## src/rtl/prng_rewind.sv

```systemverilog
// prng_rewind
// Steps a minimal-standard (Park-Miller, a=16807, m=2^31-1) generator back
// by one state. It multiplies the operand by the modular inverse of 16807
// (1407677000) with an MSB-first double-and-add over the 31 constant bits.
// Every partial result is reduced with the Mersenne identity 2^31 == 1 (mod m).
//
// Ports
//   clk       : single clock, all state updates on the rising edge
//   rst       : asynchronous, active-low reset
//   rand_in   : generator output to rewind, captured when start is accepted
//   start     : request, 4-phase handshake with done
//   done      : result valid (registered)
//   err       : operand was 0 or >= 2^31-1 (registered, valid with done)
//   seed_out  : predecessor state, bit 31 always 0 (registered)
//   cont      : (PRNG_REWIND_CONT_EN only) chain another rewind step
//
// Optional feature macro: PRNG_REWIND_CONT_EN
//   When defined, holding cont high in DONE (with err=0) feeds seed_out back
//   as the next operand, so one handshake can walk the sequence backwards
//   several steps.

module prng_rewind (
  input  logic        clk,
  input  logic        rst,
  input  logic [31:0] rand_in,
  input  logic        start,
  output logic        done,
  output logic        err,
  output logic [31:0] seed_out
`ifdef PRNG_REWIND_CONT_EN
  ,
  input  logic        cont
`endif
);

  typedef enum logic [1:0] {
    IDLE = 2'd0,
    RUN  = 2'd1,
    DONE = 2'd2
  } state_t;

  localparam logic [30:0] MODULUS   = 31'h7FFF_FFFF;
  localparam logic [30:0] INV_A     = 31'd1407677000;
  localparam logic [4:0]  TOP_BIT   = 5'd30;
  localparam logic [4:0]  LATCH_CNT = 5'd31;

  state_t      r_state;
  state_t      w_state_nxt;

  logic [30:0] r_x;
  logic [30:0] r_acc;
  logic [30:0] r_seed;
  logic [4:0]  r_cnt;
  logic        r_bad;
  logic        r_done;
  logic        r_err;

  logic        w_operand_bad;
  logic        w_accept;
  logic        w_step;
  logic        w_latch;
  logic        w_release;
  logic        w_chain;
  logic [4:0]  w_bit_idx;
  logic [30:0] w_dbl;
  logic [31:0] w_sum;
  logic [30:0] w_red;
  logic [30:0] w_acc_nxt;

  assign done     = r_done;
  assign err      = r_err;
  assign seed_out = {1'b0, r_seed};

  // Operands of 0 or m and above have no predecessor in the generator cycle.
  assign w_operand_bad = (rand_in == 32'd0) || (rand_in >= 32'h7FFF_FFFF);

`ifdef PRNG_REWIND_CONT_EN
  // Chaining only continues from a good result; a flagged error ends the walk.
  assign w_chain = (r_state == DONE) && cont && !r_err;
`else
  assign w_chain = 1'b0;
`endif

  // One double-and-add step. Doubling modulo a Mersenne prime is a 31-bit
  // rotate-left. The sum of two residues is below 2m, so a single end-around
  // carry brings it back below m+1, and the lone value m is folded to 0.
  always_comb begin
    w_bit_idx = TOP_BIT - r_cnt;
    w_dbl     = {r_acc[29:0], r_acc[30]};
    if (w_dbl == MODULUS) begin
      w_dbl = '0;
    end
    w_sum = {1'b0, w_dbl} + {1'b0, r_x};
    w_red = w_sum[30:0] + {30'd0, w_sum[31]};
    if (w_red == MODULUS) begin
      w_red = '0;
    end
    w_acc_nxt = INV_A[w_bit_idx] ? w_red : w_dbl;
  end

  // Next-state logic. RUN spends 31 cycles on arithmetic (r_cnt 0..30) and
  // one cycle latching the result, so done rises on the 32nd edge after
  // acceptance. A rejected operand enters RUN with the counter already at
  // the latch value, so done follows one edge after acceptance.
  always_comb begin
    w_state_nxt = r_state;
    w_accept    = 1'b0;
    w_step      = 1'b0;
    w_latch     = 1'b0;
    w_release   = 1'b0;
    case (r_state)
      IDLE: begin
        if (start) begin
          w_accept    = 1'b1;
          w_state_nxt = RUN;
        end
      end
      RUN: begin
        if (r_cnt == LATCH_CNT) begin
          w_latch     = 1'b1;
          w_state_nxt = DONE;
        end else begin
          w_step = 1'b1;
        end
      end
      DONE: begin
        if (w_chain) begin
          w_state_nxt = RUN;
        end else if (!start) begin
          w_release   = 1'b1;
          w_state_nxt = IDLE;
        end
      end
      default: begin
        w_state_nxt = IDLE;
      end
    endcase
  end

  // State register.
  always_ff @(posedge clk or negedge rst) begin
    if (!rst) begin
      r_state <= IDLE;
    end else begin
      r_state <= w_state_nxt;
    end
  end

  // Datapath and registered handshake outputs. seed_out is left untouched
  // when the handshake releases so the last result stays readable.
  always_ff @(posedge clk or negedge rst) begin
    if (!rst) begin
      r_x    <= '0;
      r_acc  <= '0;
      r_seed <= '0;
      r_cnt  <= '0;
      r_bad  <= 1'b0;
      r_done <= 1'b0;
      r_err  <= 1'b0;
    end else if (w_accept) begin
      r_x   <= rand_in[30:0];
      r_acc <= '0;
      r_bad <= w_operand_bad;
      r_cnt <= w_operand_bad ? LATCH_CNT : 5'd0;
    end else if (w_chain) begin
      r_x    <= r_seed;
      r_acc  <= '0;
      r_bad  <= 1'b0;
      r_cnt  <= 5'd0;
      r_done <= 1'b0;
    end else if (w_step) begin
      r_acc <= w_acc_nxt;
      r_cnt <= r_cnt + 5'd1;
    end else if (w_latch) begin
      r_seed <= r_bad ? 31'd0 : r_acc;
      r_err  <= r_bad;
      r_done <= 1'b1;
    end else if (w_release) begin
      r_done <= 1'b0;
      r_err  <= 1'b0;
    end
  end

endmodule
```

## config.mk

```make
export PLATFORM = sky130hd
export DESIGN_NAME = prng_rewind
export DESIGN_NICKNAME = d
export VERILOG_FILES = /design/src/rtl/prng_rewind.sv
export SDC_FILE = /design/constraint.sdc
export NUM_CORES = 1
export LEC_CHECK = 0
export ABC_AREA = 1
export CORE_MARGIN = 1.5
export CORE_UTILIZATION = 28
export DETAILED_ROUTE_END_ITERATION = 6
export PLACE_DENSITY = 0.45
export SYNTH_ARGS = -nofsm -noshare
export SYNTH_HDL_FRONTEND = slang
export SYNTH_SLANG_ARGS = --single-unit
export TNS_END_PERCENT = 1
```

## constraint.sdc

```tcl
create_clock -name clk -period 14.2 [get_ports clk]
set_input_delay 2.84 -clock clk [delete_from_list [all_inputs] [get_ports clk]]
set_output_delay 2.84 -clock clk [all_outputs]
set_load 0.1 [all_outputs]
```

==> key figures, run 1 <==
Logic synthesis
  – Syn avg cell area: 6.28 um^2
  – Seq/Total Area, Yosys: 29.9%
  – Synthesis warning total: 0
  – EDFF count, synth: 0
  – Cells after Synth: 1372
  – Syn Nets: 1431
  – Asr flop ratio synth: 100%
  – Cell variety after synth: 45
  – Share of the synthesized area in the top cell type: 29.9%
  – Synth Flop Type: dfrtp_1
  – Synth top area cells: dfrtp_1 30%, nand2_1 22%, inv_1 6.2%, nand3_1 5.7%, nor2_1 5.5%
  – Yosys top cell by area: dfrtp_1
  – Yosys reg bits: 103
  – Syn Std Cell Area: 0.00862 mm^2

Timing
  – Final hold vios: 0
  – RSZ-0062 raised after global routing: false
  – Max Freq: 145 MHz
  – Setup slack after layout: 7.28 ns
  – Clock Skews: 0.0104 ns
  – Final Slew Violations: 0
  – Slew Limit Headroom: 22.7%
  – Measured slew at the worst slew-check pin: 1.15 ns
  – Fin crit share: 48.7%
  – Min Hold Slack: 0.475 ns
  – Post-route minimum period: 6.92 ns
  – Sum of negative setup slack: 0 ns
  – Final setup fails: 0

Layout
  – Nets: 1484
  – Area grow syn2layout: 15.1%
  – Layout cells sized above 1: 10.6%
  – Ant diodes: 0

Placed design
  – PortBufs: 67
  – Hpwl dp: 24300 um
  – Final GP Congestion: 0.902
  – Dpl ws: 7.32 ns

Worst setup path
  – CP max FO: 43
  – Crit path top cell by count: nand2_1
  – WP data arrival: 7.17 ns
  – Crit end category: flip-flop
  – CP required: 14.45 ns
  – CP max stage cell: clkinv_1
  – FF-to-FF path depth: 38
  – Max incr delay on CP: 0.63 ns
  – CP startpoint kind: flip-flop
  – Crit path kind: flip-flop to flip-flop

Hold path
  – Hold depth: 2
  – Worst hold path type: flip-flop to flip-flop

Global routing
  – Aggregate global routing overflow: 0
  – Largest net degree at the start of global routing: 62
  – Initial antenna violation count: 0
  – Total track usage: 19.5%
  – First-pass GRT wire length: 46800 um
  – Vias in the first global route: 8209

Clock tree
  – Post-CTS Hold Fix Bufs: 0
  – Max clock buf depth: 2
  – Root Driver: clkbuf_16
  – Post-CTS Setup Inserts: 0
  – CTS H-tree lvls: 3
  – Num CTS Buffers: 9
  – PostCTS Resize Cnt: 0
  – CTS tree: done
  – Clk_lat worst skew: 0.37 ns
  – Clk slew on worst S/H paths: 0.08 ns
  – Sink Count: 103

Die
  – Die width: 178 um
  – Die height: 178 um
  – Starting Density: 28.3%
  – Number of placement rows: 64
  – Die area: 0.0318 mm^2
  – Num ports: 69
  – Core area: 0.0304 mm^2

Routing
  – DRT Pass-1 Iters: 7
  – DRT antenna net count: 0
  – DRC viols: 0
  – DRT Wirelength: 30400 um
  – DR iter-0 viols: 646
  – Vias: 8675
  – Vias/cell: 4.75
  – Wire length per cell: 16.6 um

Job
  – Max-cap viol count: 0

Run status
  – Status: completed
==> critical path: cells and delay by family (launching register included) <==
kind | cells | cell delay [ns]
simple gates | 32 | 4.50
compound gates | 2 | 0.45
flops | 1 | 0.50
buf+inv | 1 | 0.63
fa+ha+maj | 3 | 0.69
==> through the flow <==
| stage | utilization (%) | instance area (um^2) | std cells |
|---|---|---|---|
| floorplan | - | 8620 | 1372 |
| global placement | 31.7 | 9640 | 1810 |
| detailed placement | 31.7 | 9640 | 1810 |
| CTS | 32.6 | 9920 | 1825 |
| global route | 32.6 | 9920 | 1825 |
| finish | 32.6 | 9920 | 1825 |
==> cell usage after synthesis (18+ instances only) <==
cell type	instances
o21ai_0	65
nor2_1	126
inv_1	142
nor2_2	27
inv_2	18
nand3_1	98
nand4_1	23
nand2_1	505
ha_1	23
dfrtp_1	103
a21oi_1	45
nand2_2	58
==> layout make-up <==
| type | count | area (um^2) |
|---|---|---|
| fillers | 3438 | 20500 |
| multi-input cells | 1073 | 5230 |
| flip-flops and latches | 103 | 2580 |
| repair buffers | 75 | 728 |
| inverters | 163 | 612 |
| well taps | 396 | 495 |
| clock buffers | 10 | 229 |
| clock inverters | 5 | 57.6 |
==> registers in the layout, indices dropped and copies added (netlist names) <==
signal	count
r_bad	1
r_acc	31
r_seed	31
r_state	2
r_cnt	5
done	1
err	1
r_x	31
==> logic make-up (layout without fill, tap and decap cells) <==
kind of cell	after synthesis	count (layout)	share of synthesized area (%)
adders and majority gates	24	24	3.57
other	1	1	0.0435
xor gates and xnor gates	13	13	1.32
DFF	103	103	29.9
and+or+nand+nor	891	891	46.0
buffers and inverters	196	253	9.72
AOI/OAI and AO/OA	144	144	9.40
==> layer usage <==
layer	track usage, %	wire (um)
met1	26.5	14500
met2	32.3	14000
met3	2.54	1190
met4	5.45	709
met5	0	0
==> cell usage in the layout, fill, tap and decap left out, types with 2 or more instances in the layout <==
| master | n |
|---|---|
| a21oi_1 | 45 |
| a22o_1 | 14 |
| a22oi_1 | 3 |
| buf_4 | 9 |
| clkbuf_16 | 9 |
| clkdlybuf4s50_1 | 66 |
| clkinv_1 | 3 |
| clkinv_2 | 2 |
| dfrtp_1 | 103 |
| ha_1 | 23 |
| inv_1 | 142 |
| inv_2 | 18 |
| nand2_1 | 505 |
| nand2_2 | 58 |
| nand2_4 | 6 |
| nand3_1 | 98 |
| nand3_2 | 10 |
| nand3b_1 | 5 |
| nand4_1 | 23 |
| nor2_1 | 126 |
| nor2_2 | 27 |
| nor2_4 | 7 |
| nor3_1 | 13 |
| nor4_1 | 7 |
| o211ai_1 | 3 |
| o21ai_0 | 65 |
| o21ai_1 | 5 |
| o21bai_1 | 2 |
| o31ai_1 | 2 |
| xnor2_1 | 2 |
| xor2_1 | 11 |
==> path summary, 6_finish.rpt <==
kind	start	endpoint	slack (ns)
setup / recovery	r_acc[8]	r_acc[14]	7.28
hold / removal	done	done	0.47
setup reg to reg	r_acc[8]	r_acc[14]	7.28
hold reg to reg	done	done	0.47
max in group asynchronous	rst	r_x[13]	10.48
min in group asynchronous	rst	r_cnt[1]	2.47
Power of run 1 is not shown: default switching activity piles up to over one toggle a cycle in this logic, so the estimate is an artifact.
==> run 2: changes to the inputs <==
Settings changed: PLACE_DENSITY 0.45 to 0.47.
Clock period 14.2 ns to 5.8 ns, I/O delays scaled along.
==> run 2 against run 1 <==
Worst setup slack lost 7.0 ns. Die area is the same. Cell count grew 4.3%. Core utilization grew 3.2 points. Final area grew 9.7%. Critical path depth grew 2. Routed wire length grew 3.6%. Maximum frequency grew 26%. Via count grew 4.6%. First-iteration DRC count shrank 0.46%.
==> key figures, run 2 (synthesis results as in run 1) <==
Layout
  – FF/Latch Area: 0.00258 mm^2
  – Biggest registers after layout: r_acc: 31 flops, r_seed: 31 flops, r_x: 31 flops
  – Area of the multi-input gates: 0.00551 mm^2
  – Most frequent cells in the layout: 492 x nand2_1, 142 x inv_1, 111 x nor2_1
  – Layout cells sized above 1: 18.6%
  – Utilization after layout: 35.8%
  – Ant diodes: 0
  – Filler Cell Count: 3340
  – Commonest non-fill, non-tap cell in the layout: nand2_1
  – Area grow syn2layout: 26.3%
  – Final Cell Area: 0.0109 mm^2
  – Nets: 1562

Placed design
  – Placed Area: 0.0101 mm^2
  – Final GP Congestion: 0.927
  – PortBufs: 67
  – Hpwl dp: 25200 um

Timing
  – Final hold vios: 0
  – Max Freq: 182 MHz
  – Final setup fails: 0
  – Slew Limit Headroom: 33.2%
  – Clock Skews: 0.00847 ns
  – Post-route minimum period: 5.49 ns
  – Fin crit share: 94.7%
  – Measured slew at the worst slew-check pin: 0.998 ns
  – RSZ-0062 raised after global routing: true
  – Final Slew Violations: 0

Worst setup path
  – Crit end category: flip-flop
  – CP max stage cell: dfrtp_1
  – CP max FO: 8
  – WP data arrival: 5.74 ns
  – Crit path kind: flip-flop to flip-flop
  – CP required: 6.05 ns
  – CP startpoint kind: flip-flop
  – Max incr delay on CP: 0.41 ns

Routing
  – Vias/cell: 4.77
  – DRT antenna net count: 0
  – DR iter-0 viols: 643
  – Wire length per cell: 16.5 um
  – DRT Wirelength: 31500 um
  – DRC viols: 0
  – DRT Pass-1 Iters: 5
  – Vias: 9075

Die
  – Die area: 0.0318 mm^2
  – Core area: 0.0304 mm^2
  – Num ports: 69
  – Number of placement rows: 64
  – Starting Density: 28.3%
  – Die width: 178 um
  – Die height: 178 um

Clock tree
  – Clk slew on worst S/H paths: 0.07 ns
  – Sink Count: 103
  – CTS tree: done
  – Root Driver: clkbuf_16
  – Num CTS Buffers: 9
  – Clk_lat worst skew: 0.36 ns
  – CTS H-tree lvls: 3
  – Max clock buf depth: 2

Global routing
  – Largest net degree at the start of global routing: 63
  – First-pass GRT wire length: 47700 um
  – Vias in the first global route: 8594
  – Initial antenna violation count: 0
  – Aggregate global routing overflow: 0
  – Total track usage: 19.8%

Hold path
  – Worst hold path type: flip-flop to flip-flop

Job
  – Max-cap viol count: 0

Run status
  – Status: completed
run 2: worst paths after layout:
check / endpoint / start / slack (ns) / cells past startpoint
max in group asynchronous: r_acc[16] / rst / 3.85 / 2
min in group asynchronous: r_cnt[1] / rst / 0.87 / 1
max reg2reg: r_acc[16] / r_acc[30] / 0.31 / 40
min reg2reg: done / done / 0.48 / 2
min: done / done / 0.48 / 2
max: r_acc[16] / r_acc[30] / 0.31 / 40
run 2: cell type report:
type / count / area share (%)
multi-input combinational: 1074 / 50.6
sequential: 103 / 23.7
timing repair buffer: 152 / 12.7
inverter: 163 / 5.69
tap: 396 / 4.55
clock buffer: 10 / 2.20
clock inverter: 6 / 0.609
run 2: timing repair:
item	in CTS	in global routing
pin swaps	1	47
endpoints found under the setup margin	31	31
resized for setup	4	63
setup buffers	0	23
gates cloned	0	3
hold buffers	0	0
run 2: critical path, delay by kind of cell, from the launching register on:
| kind | cells | cell delay, ns |
|---|---|---|
| AO/OA/AOI/OAI | 2 | 0.22 |
| flip-flops | 1 | 0.41 |
| AND/OR/NAND/NOR | 32 | 3.52 |
| adder cells (fa/ha/maj) | 3 | 0.73 |
| buffers and inverters | 3 | 0.44 |
run 2: through the flow:
stage          setup WS [ns]  hold slack [ns]  TNS [ns]  cells
2_1_floorplan          0.435            0.448         0   1372
3_3_place_gp         -0.0259            0.459   -0.0347   1863
3_5_place_dp          -0.136            0.462     -2.42   1863
4_1_cts              0.00744            0.481         0   1879
5_1_grt               -0.103            0.503     -2.18   1904
6_report               0.310            0.477         0   1904
run 2: metal layers:
metal  vias to the layer above  share of wire (%)  global-route usage, %
met4                         0                2.8                   5.66
met5                         -                  0                      0
met1                      4235                 48                   26.7
met2                       196                 46                   32.9
li1                       4604                  -                      -
met3                        40                3.3                   2.51
Power of run 2 is left out for the same reason.
==> run 3: changes to the inputs <==
Settings changed: CTS_BUF_LIST set to sky130_fd_sc_hd__clkbuf_4.
==> run 3 against run 2 <==
Flip-flop and latch count is the same. Non-clock buffer count grew 5. Final area is 1.1% lower. Critical path depth unchanged. Register-to-register slack barely moved. Worst setup slack got worse by 0.0021 ns. Routed wire length barely moved. Sequential share of layout area rose by 0.27 points. Worst hold slack improved by 0.018 ns. Core utilization fell by 0.40 points.
==> key figures, run 3 (synthesis results as in run 1) <==
Timing
  – Setup slack after layout: 0.308 ns
  – Clock Skews: 0.0209 ns
  – Final Slew Violations: 0
  – Min Hold Slack: 0.495 ns
  – RSZ-0062 raised after global routing: true
  – Measured slew at the worst slew-check pin: 1.00 ns
  – Final setup fails: 0
  – Fin crit share: 94.7%
  – Final hold vios: 0
  – Max Freq: 182 MHz
  – Slew Limit Headroom: 33.1%
  – Post-route minimum period: 5.49 ns

Die
  – Num ports: 69
  – Number of placement rows: 64
  – Die width: 178 um
  – Die height: 178 um
  – Die area: 0.0318 mm^2
  – Starting Density: 28.3%
  – Core area: 0.0304 mm^2

Layout
  – Nets: 1567
  – Layout cells sized above 1: 18.8%
  – Most frequent cells in the layout: 492 x nand2_1, 141 x inv_1, 111 x nor2_1
  – Final Cell Area: 0.0108 mm^2
  – Commonest non-fill, non-tap cell in the layout: nand2_1
  – Fin cells: 1910
  – Biggest registers after layout: r_acc: 31 flops, r_seed: 31 flops, r_x: 31 flops
  – Area grow syn2layout: 24.8%

Routing
  – DR iter-0 viols: 504
  – DRC viols: 0
  – DRT Pass-1 Iters: 5
  – DRT Wirelength: 31500 um
  – DRT antenna net count: 0
  – Wire length per cell: 16.5 um
  – Vias: 9053
  – Vias/cell: 4.74

Global routing
  – GRT met2 Usage: 32.8%
  – Aggregate global routing overflow: 0
  – Initial antenna violation count: 0
  – Met3 GRT Util: 2.39%
  – Met1 usage: 26.8%
  – Total track usage: 19.8%
  – Largest net degree at the start of global routing: 63
  – First-pass GRT wire length: 47600 um
  – Layer with the highest usage: met2
  – Vias in the first global route: 8581

Job
  – Max-cap viol count: 0

Clock tree
  – Sink Count: 103
  – CTS tree: done
  – Num CTS Buffers: 9
  – CTS H-tree lvls: 3
  – Post-CTS Hold Fix Bufs: 0
  – Clk_lat worst skew: 0.51 ns
  – Clk slew on worst S/H paths: 0.16 ns
  – Max clock buf depth: 2
  – Root Driver: clkbuf_4

Run status
  – Status: completed

Worst setup path
  – FF-to-FF path depth: 40
  – Crit path kind: flip-flop to flip-flop
  – CP top delay family: simple AND/OR/NAND/NOR gates
  – CP required: 6.21 ns
  – CP Depth: 40
  – Crit path buf inv count: 3
  – WP data arrival: 5.90 ns
  – CP max FO: 8
  – CP max stage cell: dfrtp_1
  – Max incr delay on CP: 0.39 ns
  – CP startpoint kind: flip-flop
  – Crit end category: flip-flop

Placed design
  – Hpwl dp: 25200 um
  – PortBufs: 67
  – Dpl ws: -0.136 ns
  – Placed cell count: 1863
  – Final GP Congestion: 0.927
  – Placed Area: 0.0101 mm^2

Hold path
  – Hold depth: 2
  – Worst hold path type: flip-flop to flip-flop
-- run 3: repair_timing --
item | CTS | global route
buffers inserted | 1 | 27
endpoints found under the setup margin | 31 | 31
resized for setup | 4 | 65
gates cloned | 0 | 3
endpoints found under the hold margin | 0 | 0
pin swaps | 1 | 47
-- run 3: routing by layer --
metal	part of all wire [%]	up-vias
li1	-	4616
met1	48	4204
met2	46	202
met3	3.4	31
met4	2.6	0
met5	0	-
-- run 3: through the flow --
stage | util [%] | TNS, ns
CTS | 33.6 | 0
floorplan | - | 0
detailed placement | 33.1 | -2.42
global route | 35.4 | -2.61
global placement | 33.1 | -0.0347
finish | 35.4 | 0
-- run 3: worst reg2reg max path, delay by kind of cell, from the launching register on --
| kind | cells | cell delay [ns] |
|---|---|---|
| flops | 1 | 0.39 |
| buf+inv | 3 | 0.45 |
| simple gates | 32 | 3.64 |
| compound gates | 2 | 0.23 |
| fa+ha+maj | 3 | 0.70 |
-- run 3: cell type report --
type                       instances  area [um^2]
fill                            3363        19700
multi-input combinational       1074         5510
sequential                       103         2580
timing repair buffer             157         1420
inverter                         163          619
tap                              396          495
clock inverter                     7         70.1
clock buffer                       9         67.6
antenna                            1         2.50
-- run 3: path summary, 6_finish.rpt --
kind                               start         to  slack (ns)
worst max-delay path            r_acc[8]  r_acc[16]        0.31
worst min-delay path            r_acc[0]   r_acc[0]        0.49
worst max register to register  r_acc[8]  r_acc[16]        0.31
worst min register to register  r_acc[0]   r_acc[0]        0.49
max in group asynchronous            rst  r_acc[15]        4.02
min in group asynchronous            rst       done        0.71
Power of run 3 is left out for the same reason.
